## src/rtl/mux2_arbiter_pkg.sv

```systemverilog
// rtl/mux2_arbiter_pkg.sv - shared types and select mapping for the 2:1 sample-path arbiter
// Contents:
//   arb_state_t  : arbiter FSM state encoding
//   SEL_X0/SEL_X1: mux select codes routing requester 0 / requester 1
//   owner_sel    : owner index -> mux select code
//   owner_grant  : owner index -> one-hot grant vector
package mux2_arbiter_pkg;

   typedef enum logic [1:0] {
      ST_IDLE   = 2'd0,
      ST_SETTLE = 2'd1,
      ST_OWN    = 2'd2
   } arb_state_t;

   // The shared mux is wired so that 2'b01 selects x0 and 2'b00 selects x1;
   // sel[1] is never used and always stays 0.
   localparam logic [1:0] SEL_X0 = 2'b01;
   localparam logic [1:0] SEL_X1 = 2'b00;

   localparam logic [1:0] GRANT_NONE = 2'b00;

   function automatic logic [1:0] owner_sel(input logic own);
      return own ? SEL_X1 : SEL_X0;
   endfunction

   function automatic logic [1:0] owner_grant(input logic own);
      return own ? 2'b10 : 2'b01;
   endfunction

endpackage

```

## src/rtl/mux2_settle_timer.sv

```systemverilog
// rtl/mux2_settle_timer.sv - load/decrement countdown used for the mux settle interval
// Ports:
//   clk      : system clock, rising edge
//   rst      : synchronous active-high reset, clears the count
//   load     : load load_val this cycle (wins over decrement)
//   load_val : value loaded into the counter
//   done     : count has reached zero
module mux2_settle_timer
   import mux2_arbiter_pkg::*;
#(
   parameter int SETTLE_W = 4
) (
   input  logic                clk,
   input  logic                rst,
   input  logic                load,
   input  logic [SETTLE_W-1:0] load_val,
   output logic                done
);

   logic [SETTLE_W-1:0] count;

   // Free-runs down to zero and parks there; the arbiter only looks at done
   // while it is in the settle state, right after a load.
   always_ff @(posedge clk) begin
      if (rst) begin
         count <= '0;
      end else if (load) begin
         count <= load_val;
      end else if (count != '0) begin
         count <= count - 1'b1;
      end
   end

   assign done = (count == '0);

endmodule

```

## src/rtl/mux2_arbiter.sv

```systemverilog
// rtl/mux2_arbiter.sv - round-robin owner of a shared 2:1 sample mux with settle and optional hold limit
// Ports:
//   clk        : system clock, rising edge
//   rst        : synchronous active-high reset
//   req[1:0]   : level requests, bit i = requester i wants the path
//   grant[1:0] : one-hot or zero, requester owns a settled path
//   sel[1:0]   : shared mux select (01 routes requester 0, 00 routes requester 1)
//   path_valid : high exactly when grant is non-zero
//   owner      : requester currently routed by sel
module mux2_arbiter
   import mux2_arbiter_pkg::*;
#(
   parameter int SETTLE_CYCLES = 4,
   parameter int SETTLE_W      = 4,
   parameter int HOLD_CYCLES   = 0,
   parameter int HOLD_W        = 8
) (
   input  logic       clk,
   input  logic       rst,
   input  logic [1:0] req,
   output logic [1:0] grant,
   output logic [1:0] sel,
   output logic       path_valid,
   output logic       owner
);

   localparam logic [SETTLE_W-1:0] SETTLE_LOAD = SETTLE_W'(SETTLE_CYCLES - 1);
   localparam bit                  PREEMPT_EN  = (HOLD_CYCLES != 0);
   localparam logic [HOLD_W-1:0]   HOLD_LIMIT  = HOLD_W'(HOLD_CYCLES - 1);
   localparam logic [HOLD_W-1:0]   HOLD_MAX    = {HOLD_W{1'b1}};

   arb_state_t        state, state_n;
   logic [1:0]        grant_n, sel_n;
   logic              owner_n, path_valid_n;
   logic              last_owner, last_owner_n;
   logic [HOLD_W-1:0] hold_cnt, hold_cnt_n;
   logic              timer_load, timer_done;
   logic              winner, other;
   logic              release_now;

   mux2_settle_timer #(
      .SETTLE_W (SETTLE_W)
   ) u_settle (
      .clk      (clk),
      .rst      (rst),
      .load     (timer_load),
      .load_val (SETTLE_LOAD),
      .done     (timer_done)
   );

   always_ff @(posedge clk) begin
      if (rst) begin
         state      <= ST_IDLE;
         grant      <= GRANT_NONE;
         sel        <= SEL_X0;
         owner      <= 1'b0;
         path_valid <= 1'b0;
         last_owner <= 1'b1;   // requester 0 wins the first tie
         hold_cnt   <= '0;
      end else begin
         state      <= state_n;
         grant      <= grant_n;
         sel        <= sel_n;
         owner      <= owner_n;
         path_valid <= path_valid_n;
         last_owner <= last_owner_n;
         hold_cnt   <= hold_cnt_n;
      end
   end

   always_comb begin
      state_n      = state;
      grant_n      = GRANT_NONE;
      sel_n        = sel;
      owner_n      = owner;
      last_owner_n = last_owner;
      hold_cnt_n   = '0;
      timer_load   = 1'b0;
      other        = ~owner;
      winner       = (req == 2'b11) ? ~last_owner : req[1];
      release_now  = 1'b0;

      case (state)
         ST_IDLE: begin
            if (req != 2'b00) begin
               if (winner == owner) begin
                  // Mux already points at the winner: no settle needed.
                  state_n = ST_OWN;
                  grant_n = owner_grant(winner);
               end else begin
                  // The only place sel ever moves; grant is already low here.
                  state_n    = ST_SETTLE;
                  sel_n      = owner_sel(winner);
                  owner_n    = winner;
                  timer_load = 1'b1;
               end
            end
         end

         ST_SETTLE: begin
            if (!req[owner]) begin
               state_n = ST_IDLE;
            end else if (timer_done) begin
               state_n = ST_OWN;
               grant_n = owner_grant(owner);
            end
         end

         ST_OWN: begin
            release_now = !req[owner] ||
                          (PREEMPT_EN && req[other] && (hold_cnt == HOLD_LIMIT));
            if (release_now) begin
               // Dropping to IDLE with last_owner updated lets round-robin
               // hand the path over through a full settle interval.
               state_n      = ST_IDLE;
               last_owner_n = owner;
            end else begin
               grant_n = owner_grant(owner);
               if (req[other]) begin
                  hold_cnt_n = (hold_cnt == HOLD_MAX) ? hold_cnt : hold_cnt + 1'b1;
               end
            end
         end

         default: begin
            state_n = ST_IDLE;
         end
      endcase

      path_valid_n = (grant_n != GRANT_NONE);
   end

endmodule

```

## config.mk

```make
export PLATFORM = sky130hd
export DESIGN_NAME = mux2_arbiter
export DESIGN_NICKNAME = d
export VERILOG_FILES = /design/src/rtl/mux2_arbiter_pkg.sv /design/src/rtl/mux2_settle_timer.sv /design/src/rtl/mux2_arbiter.sv
export SDC_FILE = /design/constraint.sdc
export NUM_CORES = 1
export LEC_CHECK = 0
export ABC_CLOCK_PERIOD_IN_PS = 4000
export CELL_PAD_IN_SITES_DETAIL_PLACEMENT = 1
export CELL_PAD_IN_SITES_GLOBAL_PLACEMENT = 1
export CORE_MARGIN = 2
export CORE_UTILIZATION = 41
export CTS_CLUSTER_SIZE = 10
export DETAILED_ROUTE_END_ITERATION = 8
export PLACE_DENSITY_LB_ADDON = 0.05
export SYNTH_ARGS = -nofsm -noshare
export SYNTH_HDL_FRONTEND = slang
export SYNTH_SLANG_ARGS = --single-unit
export TNS_END_PERCENT = 50
```

## constraint.sdc

```tcl
create_clock -name clk -period 4 [get_ports clk]
set_clock_uncertainty 0.2 [all_clocks]
set_input_delay 0.6 -clock clk [delete_from_list [all_inputs] [get_ports clk]]
set_output_delay 0.6 -clock clk [all_outputs]
set_load 0.02 [all_outputs]
```

Yosys cells after proc, flatten, opt, wreduce, memory -nomap -nowiden
Index checks and enable logic that the tools add are counted.

word-level totals
  output and inout port bits = 6
  logic and storage cells = 53
  register bits = 13
  bits of input ports = 4

cells by class
  add/sub/neg operators = 1
  multiplexer cells = 23
  reduce and logical (&&, ||, !) cells = 10
  $lt $le $gt $ge = 1
  equal/unequal tests = 7
  bitwise logic cells = 3

operator list
  kind                                                                    number
  2-bit two-way mux                                                       14
  2-bit case mux with 3 select lines                                      2
  1-bit two-way mux                                                       7
  3-bit AND reduction                                                     2
  2-bit nonzero test                                                      3
  2-bit equality test (second input constant)                             2
  4-bit logical NOT                                                       1
  2-bit inequality test (second input constant)                           2
  4-bit nonzero test                                                      1
  4-bit by 1-bit subtractor with 4-bit output (second input constant)     1
  3-bit inequality test (second input constant)                           1
  1-bit NOT                                                               3
  2-bit by 1-bit equality test with 1-bit output (second input constant)  1
  2-bit logical NOT                                                       1
  1-bit by 2-bit < comparator with 1-bit output (second input constant)   1
  2-bit AND reduction                                                     1
  2-bit OR reduction                                                      1
  1-bit equality test                                                     1

Logic depth before layout (Yosys ltp)
  depth after elaboration = 7
  depth in mapped cells = 6

Cells and area by module
A second synthesis with hierarchy kept.

second synthesis, totals
  cells, all modules = 73
  area, all modules = 663.1 sq um

modules (own cells, without submodules)
  module             sequential area each (sq um)  area each (sq um)  cells an instance  instances
  mux2_arbiter       160.2                         434.2              49                 1
  mux2_settle_timer  80.1                          229.0              24                 1

Worst setup path before layout
No wires, ideal clock.

  kind = in2reg
  from = in req[1]
  to = reg sel[0]
  cell stages on the path = 5
  setup time = 0.117 ns
  data arrival time = 1.472 ns
  slack = 2.211 ns
  buffers on the path = 0
  cell sequence = a21boi_0 ha_1 and3_4 o21ai_0 nand2b_1

between the ends
  longest elaborated chain between the ends = 5

ends and longest elaborated chain
  element                        RTL line            RTL
  from (decl)                    mux2_arbiter.sv:20  input logic [1:0] req,
  2-bit equality test            mux2_arbiter.sv:80  winner = (req == 2'b11) ? ~last_owner : req[1];
  1-bit two-way mux              mux2_arbiter.sv:80
  1-bit equality test            mux2_arbiter.sv:86  if (winner == owner) begin
  1-bit NOT (no line)            n/a
  3-bit AND reduction (no line)  n/a
  to (signal assigned)           mux2_arbiter.sv:63  sel <= sel_n;
  to (decl)                      mux2_arbiter.sv:22  output logic [1:0] sel,

Several ways; a longest one is shown, not always the timed one.
A chain may end at the register's enable or synchronous reset.

Worst setup path in the final report
Same ends and word-level chain as after synthesis.

==> flow_summary.yaml <==
status:
  status: "complete, no violations"
die:
  io_pins: 10
  fp-row-count: 14
  core_mm2: 0.00149
  dieHeight_um: 43.8
  die_w_um: 43.8
  dieArea_mm2: 0.00192
  initial_utilization: 0.436
cells_and_area:
  final_common_cell: "dfxtp_1"
  layout.nets: 90
  multiInputGateArea_um2: 382
  seqCellArea_um2: 240
  diodes: 0
  syn2layout_area_growth_pct: 18.5
  final_cell_mix: "dfxtp_1 (12), clkdlybuf4s50_1 (8), a21oi_1 (7)"
  fill_cells: 181
  drive_above_1_share: 0.146
route:
  drt_iter0_markers: 16
  wirelength_mm: 1.48
  firstDrtPassIters: 4
  ant_nets: 0
  routed_via_density: 5.52
  dr_total_vias: 541
  wire_per_inst_um: 15.1
  drc: 0
setup_path:
  required_ns: 3.97
  r2r_start: "u_settle.count[0]"
  path_max_fanout: 6
  r2r_cells: 6
  cp.buffers_inverters: 1
  critPathMaxStageDelay_ns: 0.57
  endpoint_kind: "register"
  criticalPathCategory: "in2reg"
  start_kind: "input port"
  path_cells: "clkdlybuf4s50_1 -> a21boi_0 -> ha_1 -> and3_4 -> o21ai_0 -> nand2b_1"
  r2r_slack_ns: 2.30
  critPathSlowestCell: "clkdlybuf4s50_1"
  critPathArrivalTime_ns: 2.25
  crit_family: "buffers and inverters"
  r2r_end: "path_valid"
logic_synthesis:
  syn_nets: 80
  synth_mux_area_frac: 0.0385
  synth_top_area_frac: 0.370
  yosys.area_share.adder: 0.0578
  postSynthCellCount: 73
  synth_top_family_by_area: "simple AND/OR/NAND/NOR gates"
  ys_seq_area_frac: 0.370
  synth_xor_xnor_area_share: 0.0270
  yosys_register_bits: 12
  synth_compound_area_frac: 0.168
  syn-cell-area_um2: 649
  ys_async_sr_fraction: 0
  synth-edff-count: 0
  ys.flop_type: "dfxtp_1"
  yosys.area.top_type: "dfxtp_1"
  syn_area_per_cell_um2: 8.90
  synth_cell_types: 34
  synth-simple-area-share: 0.291
  ys_top_cells_by_area: "dfxtp_1 (37%), ha_1 (5.8%), a21oi_1 (5.4%)"
  synth_warnings: 0
global_routing:
  grt_usage: 0.187
  grt-ovfl-total: 0
  antenna_found_initial: 0
  grt_pass1_vias: 550
  grt_pass1_wl_mm: 2.61
  grt_max_degree: 11
sta:
  final.min_clock_period_ns: 2.28
  drv_slew: 0
  finalCritPeriodShare: 0.570
  hold_viol: 0
  setup_viol: 0
  setup_ws_ns: 1.72
  fmax_ghz: 0.438
  rsz0062_at_grt: "no"
  tns_ns: 0
power_and_ir_drop:
  p_seq_frac: 0.372
  irDropWorstVdd_uv: 374
  powerDensity_mw_per_mm2: 612
  p_clk_frac: 0.209
  internal_power_uw: 296
  power_leakage_uw: 0.000307
  p_sw_frac: 0.372
  pwr-share-comb: 0.419
  power.switching_uw: 175
hold_path:
  min_path_cells: 2
  hold_start: "last_owner"
  hold_class: "reg2reg"
  worstHoldEndpoint: "last_owner"
place:
  dp.final_hpwl_mm: 1.04
  finalWeightedCongestion: 0.786
  io_buffers: 8
  place_ws_ns: 1.46
clock_network:
  cts.clk_slew.worst_paths_ns: 0.08
  holdBufCountCts: 0
  cts_buffer_depth: 2
  cts_tree: "yes"
  post-cts-setup-buffers: 0
  cts_made_buffers: 3
  clock-sinks: 12
  cts_resized: 0
  clock_latency_ns: 0.27
  htree_levels: 1
  cts-root-buf: "clkbuf_4"
flow_run:
  cap_violations: 0
-- state kept, by name, summed over array words and instances (netlist names) --
register and cells:
grant 2, last_owner 1, owner 1, path_valid 1
sel 1, state 2, u_settle.count 4
-- cell usage after synthesis (2+ instances only) --
cell type / number
xnor2_1: 2
a31oi_1: 3
a21o_1: 2
nand2_1: 3
nor2b_1: 2
nor2_1: 2
and3_1: 2
nand3_1: 4
nand2b_1: 3
nor3_2: 2
o21ai_1: 4
ha_1: 3
inv_1: 2
a21oi_1: 7
nor3_1: 2
dfxtp_1: 12
-- tightest hold or removal path, cell delays in order, from the launching register on --
cell and delay, ns:
dfxtp_1 0.34, mux2i_1 0.07, nand2b_1 0.06
-- metrics by stage --
stage / hold WS, ns / instances / utilization / instance area (µm²) / total power, µW
finish: 0.299 / 98 / 0.517 / 769 / 471
global route: 0.334 / 98 / 0.517 / 769 / 508
CTS: 0.305 / 98 / 0.517 / 769 / 477
detailed placement: 0.285 / 94 / 0.492 / 733 / 375
global placement: 0.282 / 94 / 0.492 / 733 / 370
floorplan: 0.254 / 73 / - / 649 / 327
-- worst max path at each step --
| stage | from | endpoint | slack [ns] | cells past startpoint |
|---|---|---|---|---|
| 4_1_cts | req[1] | sel[0] | 1.73 | 6 |
| 6_report | req[1] | sel[0] | 1.72 | 6 |
| 2_1_floorplan | req[1] | sel[0] | 2.21 | 5 |
| 5_1_grt | req[1] | state[1] | 1.60 | 6 |
| 3_3_place_gp | req[1] | sel[0] | 1.55 | 6 |
| 3_5_place_dp | req[1] | sel[0] | 1.46 | 6 |
-- layout make-up --
type | instances | share of cell area
Clock buffer | 4 | 0.0472
Sequential cell | 12 | 0.312
Inverter | 3 | 0.0146
Tap cell | 16 | 0.0260
Multi-Input combinational cell | 55 | 0.496
Timing Repair Buffer | 8 | 0.104
-- cells by family (layout without fill, tap and decap cells) --
logic type | after synthesis | after routing
compound gates | 19 | 19
simple gates | 28 | 28
xor+xnor | 2 | 2
buf+inv | 6 | 15
fa+ha+maj | 3 | 3
mux | 2 | 2
other cells | 1 | 1
flops | 12 | 12
-- power groups by stage --
stage          Combinational (µW)  Sequential, µW  Clock (µW)
2_1_floorplan                 152             175           0
3_3_place_gp                  193             177           0
3_5_place_dp                  197             178           0
4_1_cts                       200             175         102
5_1_grt                       222             179         107
6_report                      197             175        98.4
-- routing by layer --
| layer | part of all wire | GRT usage |
|---|---|---|
| met4 | 0.0067 | 0.0727 |
| met5 | 0 | 0 |
| met1 | 0.55 | 0.268 |
| met3 | 0.022 | 0.0375 |
| met2 | 0.42 | 0.274 |
Power figures use the tool's default switching activity.
